File: src/rtl/jam_pkg.sv
// rtl/jam_pkg.sv - shared constants and state encoding for the JAM cost scheduler
package jam_pkg;

   localparam int NW     = 8;
   localparam int IDX_W  = 3;
   localparam int COST_W = 7;
   localparam int SUM_W  = 10;
   localparam int PERM_W = 24;

   typedef enum logic [1:0] {
      IDLE  = 2'd0,
      FETCH = 2'd1,
      DONE  = 2'd2
   } state_t;

endpackage

File: src/rtl/jam_rr_arbiter.sv
// rtl/jam_rr_arbiter.sv - combinational round-robin grant, search starts at i_ptr
module jam_rr_arbiter #(
   parameter int NREQ = 4,
   parameter int PW   = 2
) (
   input  logic [NREQ-1:0] i_req,
   input  logic [PW-1:0]   i_ptr,
   output logic [NREQ-1:0] o_grant,
   output logic [PW-1:0]   o_gidx,
   output logic            o_any
);

   logic [NREQ-1:0] w_rot;
   logic [PW-1:0]   w_off;
   logic [PW:0]     w_sum;
   logic            w_found;

   // w_rot[j] is the request j places after the pointer, so the lowest set bit wins
   always_comb begin
      w_rot   = '0;
      w_off   = '0;
      w_found = 1'b0;
      for (int j = 0; j < NREQ; j++) begin
         w_rot[j] = i_req[(int'(i_ptr) + j) % NREQ];
      end
      for (int j = 0; j < NREQ; j++) begin
         if (!w_found && w_rot[j]) begin
            w_off   = PW'(j);
            w_found = 1'b1;
         end
      end
   end

   always_comb begin
      w_sum = {1'b0, i_ptr} + {1'b0, w_off};
      if (w_sum >= (PW+1)'(NREQ)) begin
         w_sum = w_sum - (PW+1)'(NREQ);
      end
   end

   assign o_any   = |i_req;
   assign o_gidx  = w_sum[PW-1:0];
   assign o_grant = o_any ? ({{(NREQ-1){1'b0}}, 1'b1} << o_gidx) : '0;

endmodule

File: src/rtl/jam_cost_scheduler.sv
// rtl/jam_cost_scheduler.sv - arbitrates permutation engines onto the shared cost ROM
// and returns the 8-worker cost total to the granted requester.
module jam_cost_scheduler
   import jam_pkg::*;
#(
   parameter int NREQ = 4
) (
   input  logic                   CLK,
   input  logic                   RST,
   input  logic [NREQ-1:0]        req,
   input  logic [NREQ*PERM_W-1:0] perm,
   output logic [NREQ-1:0]        ack,
   output logic [IDX_W-1:0]       W,
   output logic [IDX_W-1:0]       J,
   input  logic [COST_W-1:0]      Cost,
   output logic [NREQ-1:0]        done,
   output logic [SUM_W-1:0]       sum,
   output logic                   busy
);

   localparam int PW = (NREQ > 1) ? $clog2(NREQ) : 1;

   state_t             r_state;
   state_t             w_next_state;
   logic [IDX_W-1:0]   r_k;
   logic [PERM_W-1:0]  r_perm;
   logic [PW-1:0]      r_gidx;
   logic [PW-1:0]      r_ptr;
   logic [SUM_W-1:0]   r_acc;
   logic [SUM_W-1:0]   r_sum;
   logic [IDX_W-1:0]   r_w;
   logic [IDX_W-1:0]   r_j;
   logic [NREQ-1:0]    r_ack;
   logic [NREQ-1:0]    r_done;

   logic [NREQ-1:0]    w_grant;
   logic [PW-1:0]      w_gidx;
   logic               w_any;
   logic [PERM_W-1:0]  w_perm_g;
   logic [IDX_W-1:0]   w_k_next;
   logic [SUM_W-1:0]   w_cost_ext;
   logic               w_last_step;

   jam_rr_arbiter #(
      .NREQ (NREQ),
      .PW   (PW)
   ) u_arb (
      .i_req   (req),
      .i_ptr   (r_ptr),
      .o_grant (w_grant),
      .o_gidx  (w_gidx),
      .o_any   (w_any)
   );

   assign w_perm_g    = perm[int'(w_gidx)*PERM_W +: PERM_W];
   assign w_k_next    = r_k + IDX_W'(1);
   assign w_cost_ext  = {{(SUM_W-COST_W){1'b0}}, Cost};
   assign w_last_step = (r_k == IDX_W'(NW - 1));

   always_ff @(posedge CLK) begin
      if (RST) begin
         r_state <= IDLE;
      end else begin
         r_state <= w_next_state;
      end
   end

   always_comb begin
      w_next_state = r_state;
      case (r_state)
         IDLE:    if (w_any) w_next_state = FETCH;
         FETCH:   if (w_last_step) w_next_state = DONE;
         DONE:    w_next_state = IDLE;
         default: w_next_state = IDLE;
      endcase
   end

   always_ff @(posedge CLK) begin
      if (RST) begin
         r_k    <= '0;
         r_perm <= '0;
         r_gidx <= '0;
         r_ptr  <= '0;
         r_acc  <= '0;
         r_sum  <= '0;
         r_w    <= '0;
         r_j    <= '0;
         r_ack  <= '0;
         r_done <= '0;
      end else begin
         r_ack  <= '0;
         r_done <= '0;
         case (r_state)
            IDLE: begin
               r_w <= '0;
               r_j <= '0;
               if (w_any) begin
                  r_perm <= w_perm_g;
                  r_gidx <= w_gidx;
                  r_ack  <= w_grant;
                  r_acc  <= '0;
                  r_k    <= '0;
                  r_j    <= w_perm_g[IDX_W-1:0];
               end
            end
            FETCH: begin
               r_acc <= r_acc + w_cost_ext;
               if (w_last_step) begin
                  r_sum  <= r_acc + w_cost_ext;
                  r_done <= {{(NREQ-1){1'b0}}, 1'b1} << r_gidx;
                  r_w    <= '0;
                  r_j    <= '0;
               end else begin
                  r_k <= w_k_next;
                  r_w <= w_k_next;
                  r_j <= r_perm[int'(w_k_next)*IDX_W +: IDX_W];
               end
            end
            DONE: begin
               r_w   <= '0;
               r_j   <= '0;
               r_ptr <= (r_gidx == PW'(NREQ - 1)) ? '0 : r_gidx + PW'(1);
            end
            default: begin
               r_w <= '0;
               r_j <= '0;
            end
         endcase
      end
   end

   assign ack  = r_ack;
   assign done = r_done;
   assign W    = r_w;
   assign J    = r_j;
   assign sum  = r_sum;
   assign busy = (r_state != IDLE);

endmodule

File: config.mk
export PLATFORM = sky130hd
export DESIGN_NAME = jam_cost_scheduler
export DESIGN_NICKNAME = d
export VERILOG_FILES = /design/src/rtl/jam_pkg.sv /design/src/rtl/jam_rr_arbiter.sv /design/src/rtl/jam_cost_scheduler.sv
export SDC_FILE = /design/constraint.sdc
export NUM_CORES = 1
export LEC_CHECK = 0
export ABC_AREA = 1
export BUFFER_PORTS_ARGS = -buffer_cell sky130_fd_sc_hd__buf_4
export CELL_PAD_IN_SITES_DETAIL_PLACEMENT = 2
export CELL_PAD_IN_SITES_GLOBAL_PLACEMENT = 2
export CORE_MARGIN = 5
export CORE_UTILIZATION = 28
export DETAILED_ROUTE_END_ITERATION = 10
export PLACE_DENSITY = 0.9
export SLEW_MARGIN = 40
export SYNTH_ARGS = -nofsm -noshare
export SYNTH_HDL_FRONTEND = slang
export SYNTH_SLANG_ARGS = --single-unit
File: constraint.sdc
create_clock -name CLK -period 6.2 [get_ports CLK]
set_clock_uncertainty 0.15 [all_clocks]
set_input_delay 0 -clock CLK [delete_from_list [all_inputs] [get_ports CLK]]
set_output_delay 0 -clock CLK [all_outputs]
set_load 0.05 [all_outputs]
# Word-level counts from Yosys, hierarchy flattened
# Index checks and enable logic that the tools add are counted.
[totals]
ff_bits = 67
out_inout_bits = 25
mem_bits_rw = 0
rom_bits = 0
inputBits = 109
memories = 0
wordCells = 95
latchBits = 0
[op_classes]
n_mul = 2
magnitude_cmp = 5
bitwise_logic = 7
n_eq_ne = 7
n_reduce_logical = 21
n_addsub = 8
div_mod_pow = 0
shift = 4
muxes = 30
[op_table]
columns = ["cell", "n"]
rows = [
  ["96-bit by 8-bit variable part select with 24-bit output", 1],
  ["24-bit by 6-bit variable part select with 3-bit output", 1],
  ["10-bit one-hot mux with 2 select lines", 1],
  ["3-bit by 4-bit < comparator with 1-bit output, second input constant", 3],
  ["2-bit 2-to-1 mux", 6],
  ["3-bit 2-to-1 mux", 4],
  ["3-bit one-hot mux with 2 select lines", 2],
  ["1-bit 2-to-1 mux", 11],
  ["10-bit by 7-bit adder with 10-bit output", 1],
  ["10-bit 2-to-1 mux", 1],
  ["3-bit OR reduction", 3],
  ["1-bit binary-select mux with 2-bit select", 4],
  ["2-bit AND reduction", 4],
  ["1-bit by 2-bit << shifter with 4-bit output, first input constant", 2],
  ["2-bit OR reduction", 3],
  ["3-bit by 2-bit multiplier with 5-bit output, second input constant", 1],
  ["2-bit by 1-bit adder with 2-bit output, second input constant", 2],
  ["2-bit adder, second input constant", 2],
  ["2-bit equality test, second input constant", 2],
  ["2-bit by 2-bit multiplier with 4-bit output, second input constant", 1],
  ["2-bit inequality test, second input constant", 2],
  ["1-bit NOT", 4],
  ["2-bit one-hot mux with 2 select lines", 1],
  ["2-bit nonzero test", 2],
  ["other kinds (14)", 20],
]

# Logic depth before layout (Yosys ltp)
[logic_depth]
ltp_word = 21
ltp_mapped = 16
depth_no_buf = 15

# Modules after synthesis
# A second synthesis with hierarchy kept.
[unflattened]
hier_cells = 619
area_unflattened_um2 = 4017.6
[by_module_without_submodules]
columns = ["module", "area_per_inst_um2", "seq_area_each_um2", "cells_per_inst", "n_inst"]
rows = [
  ["jam_cost_scheduler", 3699.8, 1341.3, 557, 1],
  ["jam_rr_arbiter", 317.8, 0.0, 62, 1],
]

# Worst setup path after synthesis
# Ideal clock, no wire load.
[synth_path]
kind = "reg2reg"
start = "register r_ptr[0]"
end = "register r_perm[1]"
path_stages_with_launch = 16
synth_period_minus_slack_ns = 2.417
n_path_buf = 3
setup_ns = 0.132
setup_slack_ns = 3.783
required_ns = 5.918
t_arrival_ns = 2.135
path_cell_list = "dfxtp_1 buf_6 inv_4 nand2_1 nand2_1 nand2_1 nand2_2 a31oi_1 nor2_1 ha_1 buf_2 clkbuf_1 mux2i_1 nand3_1 nand3_1 a21oi_1"
[synth_via]
elab_chain_cells = 17
word_cells_on_any_way = 32
classes_between = "add/sub: 5; mul: 1; order compare: 1; shift: 1; mux: 18; reduce/logical: 6"
[synth_lines]
columns = ["item", "line_no", "source"]
rows = [
  ["start, declared", "jam_cost_scheduler.sv:28", "logic [PW-1:0] r_ptr;"],
  ["start signal, assigned", "jam_cost_scheduler.sv:122", "r_ptr <= (r_gidx == PW'(NREQ - 1)) ? '0 : r_gidx + PW'(1);"],
  ["2-bit by 1-bit adder with 2-bit output / 1-bit binary-select mux with 2-bit select (equally long branches)", "jam_rr_arbiter.sv:24", "w_rot[j] = i_req[(int'(i_ptr) + j) % NREQ];"],
  ["1-bit binary-select mux with 2-bit select / 1-bit 2-to-1 mux (equally long branches)", "jam_rr_arbiter.sv:24", ""],
  ["1-bit 2-to-1 mux (on tied branches)", "jam_rr_arbiter.sv:24, jam_rr_arbiter.sv:27", ""],
  ["1-bit 2-to-1 mux (implied by the code) / 1-bit zero test (equally long branches)", "jam_rr_arbiter.sv:24, jam_rr_arbiter.sv:27", ""],
  ["1-bit logical AND", "jam_rr_arbiter.sv:27", "if (!w_found && w_rot[j]) begin"],
  ["1-bit 2-to-1 mux", "jam_rr_arbiter.sv:27", ""],
  ["1-bit zero test", "jam_rr_arbiter.sv:27", ""],
  ["1-bit logical AND", "jam_rr_arbiter.sv:27", ""],
  ["[... 2 more ...]", "-", ""],
  ["1-bit logical AND", "jam_rr_arbiter.sv:27", ""],
  ["2-bit 2-to-1 mux", "jam_rr_arbiter.sv:27", ""],
  ["2-bit by 2-bit adder with 3-bit output (*)", "jam_rr_arbiter.sv:35", "w_sum = {1'b0, i_ptr} + {1'b0, w_off};"],
  ["3-bit >= comparator / 2-bit by 1-bit subtractor with 2-bit output (equally long branches)", "jam_rr_arbiter.sv:36, jam_rr_arbiter.sv:37", ""],
  ["2-bit 2-to-1 mux (*)", "jam_rr_arbiter.sv:36", "if (w_sum >= (PW+1)'(NREQ)) begin"],
  ["net u_arb.o_gidx[0]", "jam_rr_arbiter.sv:9", "output logic [PW-1:0] o_gidx,"],
  ["2-bit by 2-bit multiplier with 4-bit output (*)", "jam_cost_scheduler.sv:55", "assign w_perm_g = perm[int'(w_gidx)*PERM_W +: PERM_W];"],
  ["96-bit by 8-bit variable part select with 24-bit output (*)", "jam_cost_scheduler.sv:55", ""],
  ["end signal, assigned", "jam_cost_scheduler.sv:98", "r_perm <= w_perm_g;"],
  ["end, declared", "jam_cost_scheduler.sv:26", "logic [PERM_W-1:0] r_perm;"],
]
# The timed path passes the listed nets; every way through them passes the cells marked *. The select of a mux whose other input is x is not followed.
# A chain may end at the register's enable or synchronous reset.

# Final worst setup path
[layout_path]
start = "register r_ptr[0]"
end = "register r_perm[18]"
# The elaborated chain is that of the path after synthesis.

==> summary.md <==
The logs give 0 for the number of maximum-capacitance violations and 5877 for the via count of the first global-routing pass. Summing every instance area after synthesis gives 3900 um2. Shortest period the worst path allows: 4.79 ns. The longest clock path from root to sink contains 2 buffers. The critical path is of the reg -> reg type. The commonest cells after synthesis are 242 x nand2_1, 67 x dfxtp_1, 44 x o21ai_0. The die covers 16400 um2.

The biggest area contributor in the post-synthesis netlist is dfxtp_1. The relative max-transition margin is 42.8%. After detailed routing, the average wire length per cell comes to 20.4 um. The boundary pin count was 134; the relative contribution of combinational cells to total power was 24.9%. Dividing the final minimum period by the clock period gives 77.2%. The number of antenna-violating nets in the routed design is 0. STA classifies the critical path endpoint as a flop. The max-slew violation count is 0, and the switching share of total power is 29.4%. On the final layout, the worst hold slack is 0.0145 ns. For the via count of the routed design, the log shows 4949.

In this run the worst setup path begins at r_ptr[0]. Port buffering added 133 buffers. Clock input transition at the sequential cells of the worst setup and hold paths: 0.06 ns. Synthesis produced 607 cells.

The share of synthesized area occupied by flip-flops and latches was 34.4%. The commonest register cell after synthesis is dfxtp_1. The final non-filler cell area is 5960 um2. The tightest min-delay check is of the in -> reg type. Most used standard cell by instance count after synthesis: nand2_1. The first-pass iteration count of the detailed router came out at 4. Post-CTS repair changed the size of 0 cells. The run gives 40.2% as the part of the total power dissipated in the clock network. Element type at the critical path start: a flop.

The synthesized area per cell was 6.43 um2; the leakage dissipation was 0.00296 uW. The effective utilization at floorplan is 28.3%. After detailed routing, the number of vias per cell comes to 5.11.

The end point of the critical path was r_perm[18]. Compared with the post-synthesis result, the final layout area differs by 52.6%. Clock tree synthesis inserted a total of 9 buffers. The post-synthesis async set-or-reset flop share was 0%.

In this run the critical register-to-register path is launched from r_ptr[0]. Global routing finished with a remaining overflow of 0. Setup violations remaining at the end of the flow were counted as 0. Post-place setup slack: 2.64 ns. Wires add up to 19800 um. Summed over all failing endpoints, the final setup total negative slack is 0 ns. The synthesized net count was 728; the largest net degree at the start of global routing was 53.

The run gives 969 as the final standard cell count with taps included and fillers excluded. In the final design database the tool counted 906 nets. The clock sink count is 67. For the total count of hold-check failures in the final report, the log shows 0. The repair_antennas step left the layout with diodes totalling 0. For met2 alone, demand over resource in global routing was 47.9%.

The layer flagged by global routing as most heavily used is met2. The power density of the placed cells was 231 nW/um2; the instance count after placement with tap cells included was 889. Along the worst path, the maximum fanout reaches 52. The met1 track demand over resource in global routing was 25.8%; the die height was 128 um. The fraction of post-synthesis cell area in the top cell type by area is 34.4%.

In this run, the number of DRC markers left after iteration 0 of detailed routing was 254. The run finished with clean final reports. For the yosys synthesis warning count, the log shows 0. Setup slack on the worst reg-to-reg path comes out at 1.41 ns. The number of different library cells used by synthesis comes to 32.

The congestion estimate from routability-driven global placement came to 0.835. CTS placed an instance of clkbuf_16 at the clock tree root. The synthesized design contains 67 register bits. The filler cells instantiated in the layout total 1641.

Cell internal power was estimated by the tool at 972 uW. Counting flops with a built-in enable in the synthesized netlist gives 0. The actual transition at the worst max-transition pin works out to 0.851 ns. Of the cells placed in the final design, the portion with a size suffix greater than 1 is 20.2%.

For the worst setup path, the data required time is 6.27 ns. In the global route stage, overall resource usage came out at 24.5%. At the worst endpoint, the arrival time is 4.85 ns. The startpoint identified for the worst hold timing path is perm[48]. Across the VDD grid, the largest voltage drop is 0.125 mV. For the instance area after placement, the log shows 4990 um2. The number of antenna violations at the first check in global routing was 0; the maximum clock frequency was 0.209 GHz.

For the floorplan core area, the log shows 13800 um2. In this run the core area contains 43 standard-cell rows. After detailed routing, the number of remaining DRC violations is 0. For the worst flop-to-flop path, the logic depth is 15. Detailed placement ended at an HPWL of 11300 um. The endpoint identified for the worst register-to-register timing path is r_perm[18]. Sorting the synthesized cells by area gives the leading types as dfxtp_1 34%, nand2_1 23%, o21ai_0 5.6%.

Setup slack closes at 1.41 ns. Setup repair after global routing left no endpoint under its margin. Global routing consumed, on the met3 layer, 4.88% of the routing resources. Clock insertion delay at the later pin of the skew report: 0.35 ns. Registers are responsible for 34.9% of the overall power.

The floorplan step set the die width to 128 um. TritonCTS built the clock tree. Summed over all nets, the switching power comes to 406 uW. The first global-routing pass estimated 31500 um of wire. The clock tree synthesis step divided the H-tree into 3 levels.
[power by group through the flow]
| stage | registers [uW] | clock network [uW] | logic (uW) |
|---|---|---|---|
| 2_1_floorplan | 491 | 0 | 148 |
| 3_3_place_gp | 484 | 0 | 254 |
| 3_5_place_dp | 486 | 0 | 268 |
| 4_1_cts | 478 | 555 | 320 |
| 5_1_grt | 484 | 582 | 373 |
| 6_report | 481 | 554 | 343 |
[kinds of logic (layout without fill, tap and decap cells)]
| family | after synthesis | count (layout) | share of synthesized area (%) |
|---|---|---|---|
| buf+inv | 73 | 255 | 8.11 |
| compound gates | 112 | 112 | 16.1 |
| mux | 6 | 6 | 1.54 |
| simple gates | 331 | 331 | 34.5 |
| xor+xnor | 6 | 6 | 1.35 |
| flops | 67 | 67 | 34.4 |
| fa+ha+maj | 12 | 12 | 4.04 |
[through the flow]
step	power, uW	util [%]
global route	1440	43.2
detailed placement	754	36.3
CTS	1350	43.2
global placement	739	36.1
finish	1380	43.2
floorplan	640	-
[flip-flops by register name (all words and copies together), names as in the netlist]
signal   cells
W            3
done         4
r_acc       10
sum         10
J            3
r_ptr        2
r_k          3
ack          4
r_gidx       2
r_state      2
r_perm      24
[worst max-delay path, stage by stage, from the launching register on]
cell and delay (ns):
dfxtp_1 0.59, inv_4 0.11, nand2_1 0.10, nand2_1 0.07
nand2_1 0.09, nand2_2 0.09, a31oi_1 0.19, nor2_1 0.09
ha_4 0.66, clkinv_2 0.71, nand2_1 0.27, nand2_1 0.09
dlygate4sd3_1 0.58, nand2_1 0.12, a31oi_1 0.10, dlygate4sd3_1 0.59
[final cells by class]
type,count,area (um2),share of cell area [%]
sequential,67,1340,22.5
timing repair buffer,199,1660,27.8
tap,180,225,3.78
inverter,41,158,2.65
multi-input combinational,467,2260,38.0
clock inverter,2,60.1,1.01
clock buffer,13,250,4.20
[placed cells by master (no fill, tap or decap), types with 2 or more instances in the layout]
cell,count
nand2_1,242
buf_4,134
dfxtp_1,67
dlygate4sd3_1,65
o21ai_0,44
nand3_1,40
inv_1,37
nor2_1,35
a21oi_1,26
a31oi_1,23
ha_1,10
clkbuf_16,9
xor2_1,6
mux2i_1,6
o21bai_1,5
o22ai_1,5
o211ai_1,5
nor3_1,4
nand4_1,3
clkbuf_1,3
inv_2,2
nand2_2,2
nand2_4,2
bufinv_16,2
[metal layers]
layer  vias up  part of all wire (%)
met1      2422                    38
met4         0                   3.0
met2       144                    55
met3        48                   4.0
li1       2335                     -
met5         -                     0
[how the worst min path moves through the flow]
stage | depth (start not counted) | slack (ns) | endpoint
floorplan | 3 | 0.09 | sum[0]
global placement | 4 | 0.20 | sum[0]
detailed placement | 5 | 0.22 | r_perm[20]
CTS | 5 | 0.002 | r_perm[0]
global route | 5 | 0.05 | J[0]
finish | 5 | 0.01 | r_perm[0]
[what timing repair did]
action / in CTS / in global routing
hold buffers: 65 / 0
buffers inserted: 0 / 0
endpoints found under the hold margin: 41 / 0
Note: power is estimated with default switching activity, not from simulation.
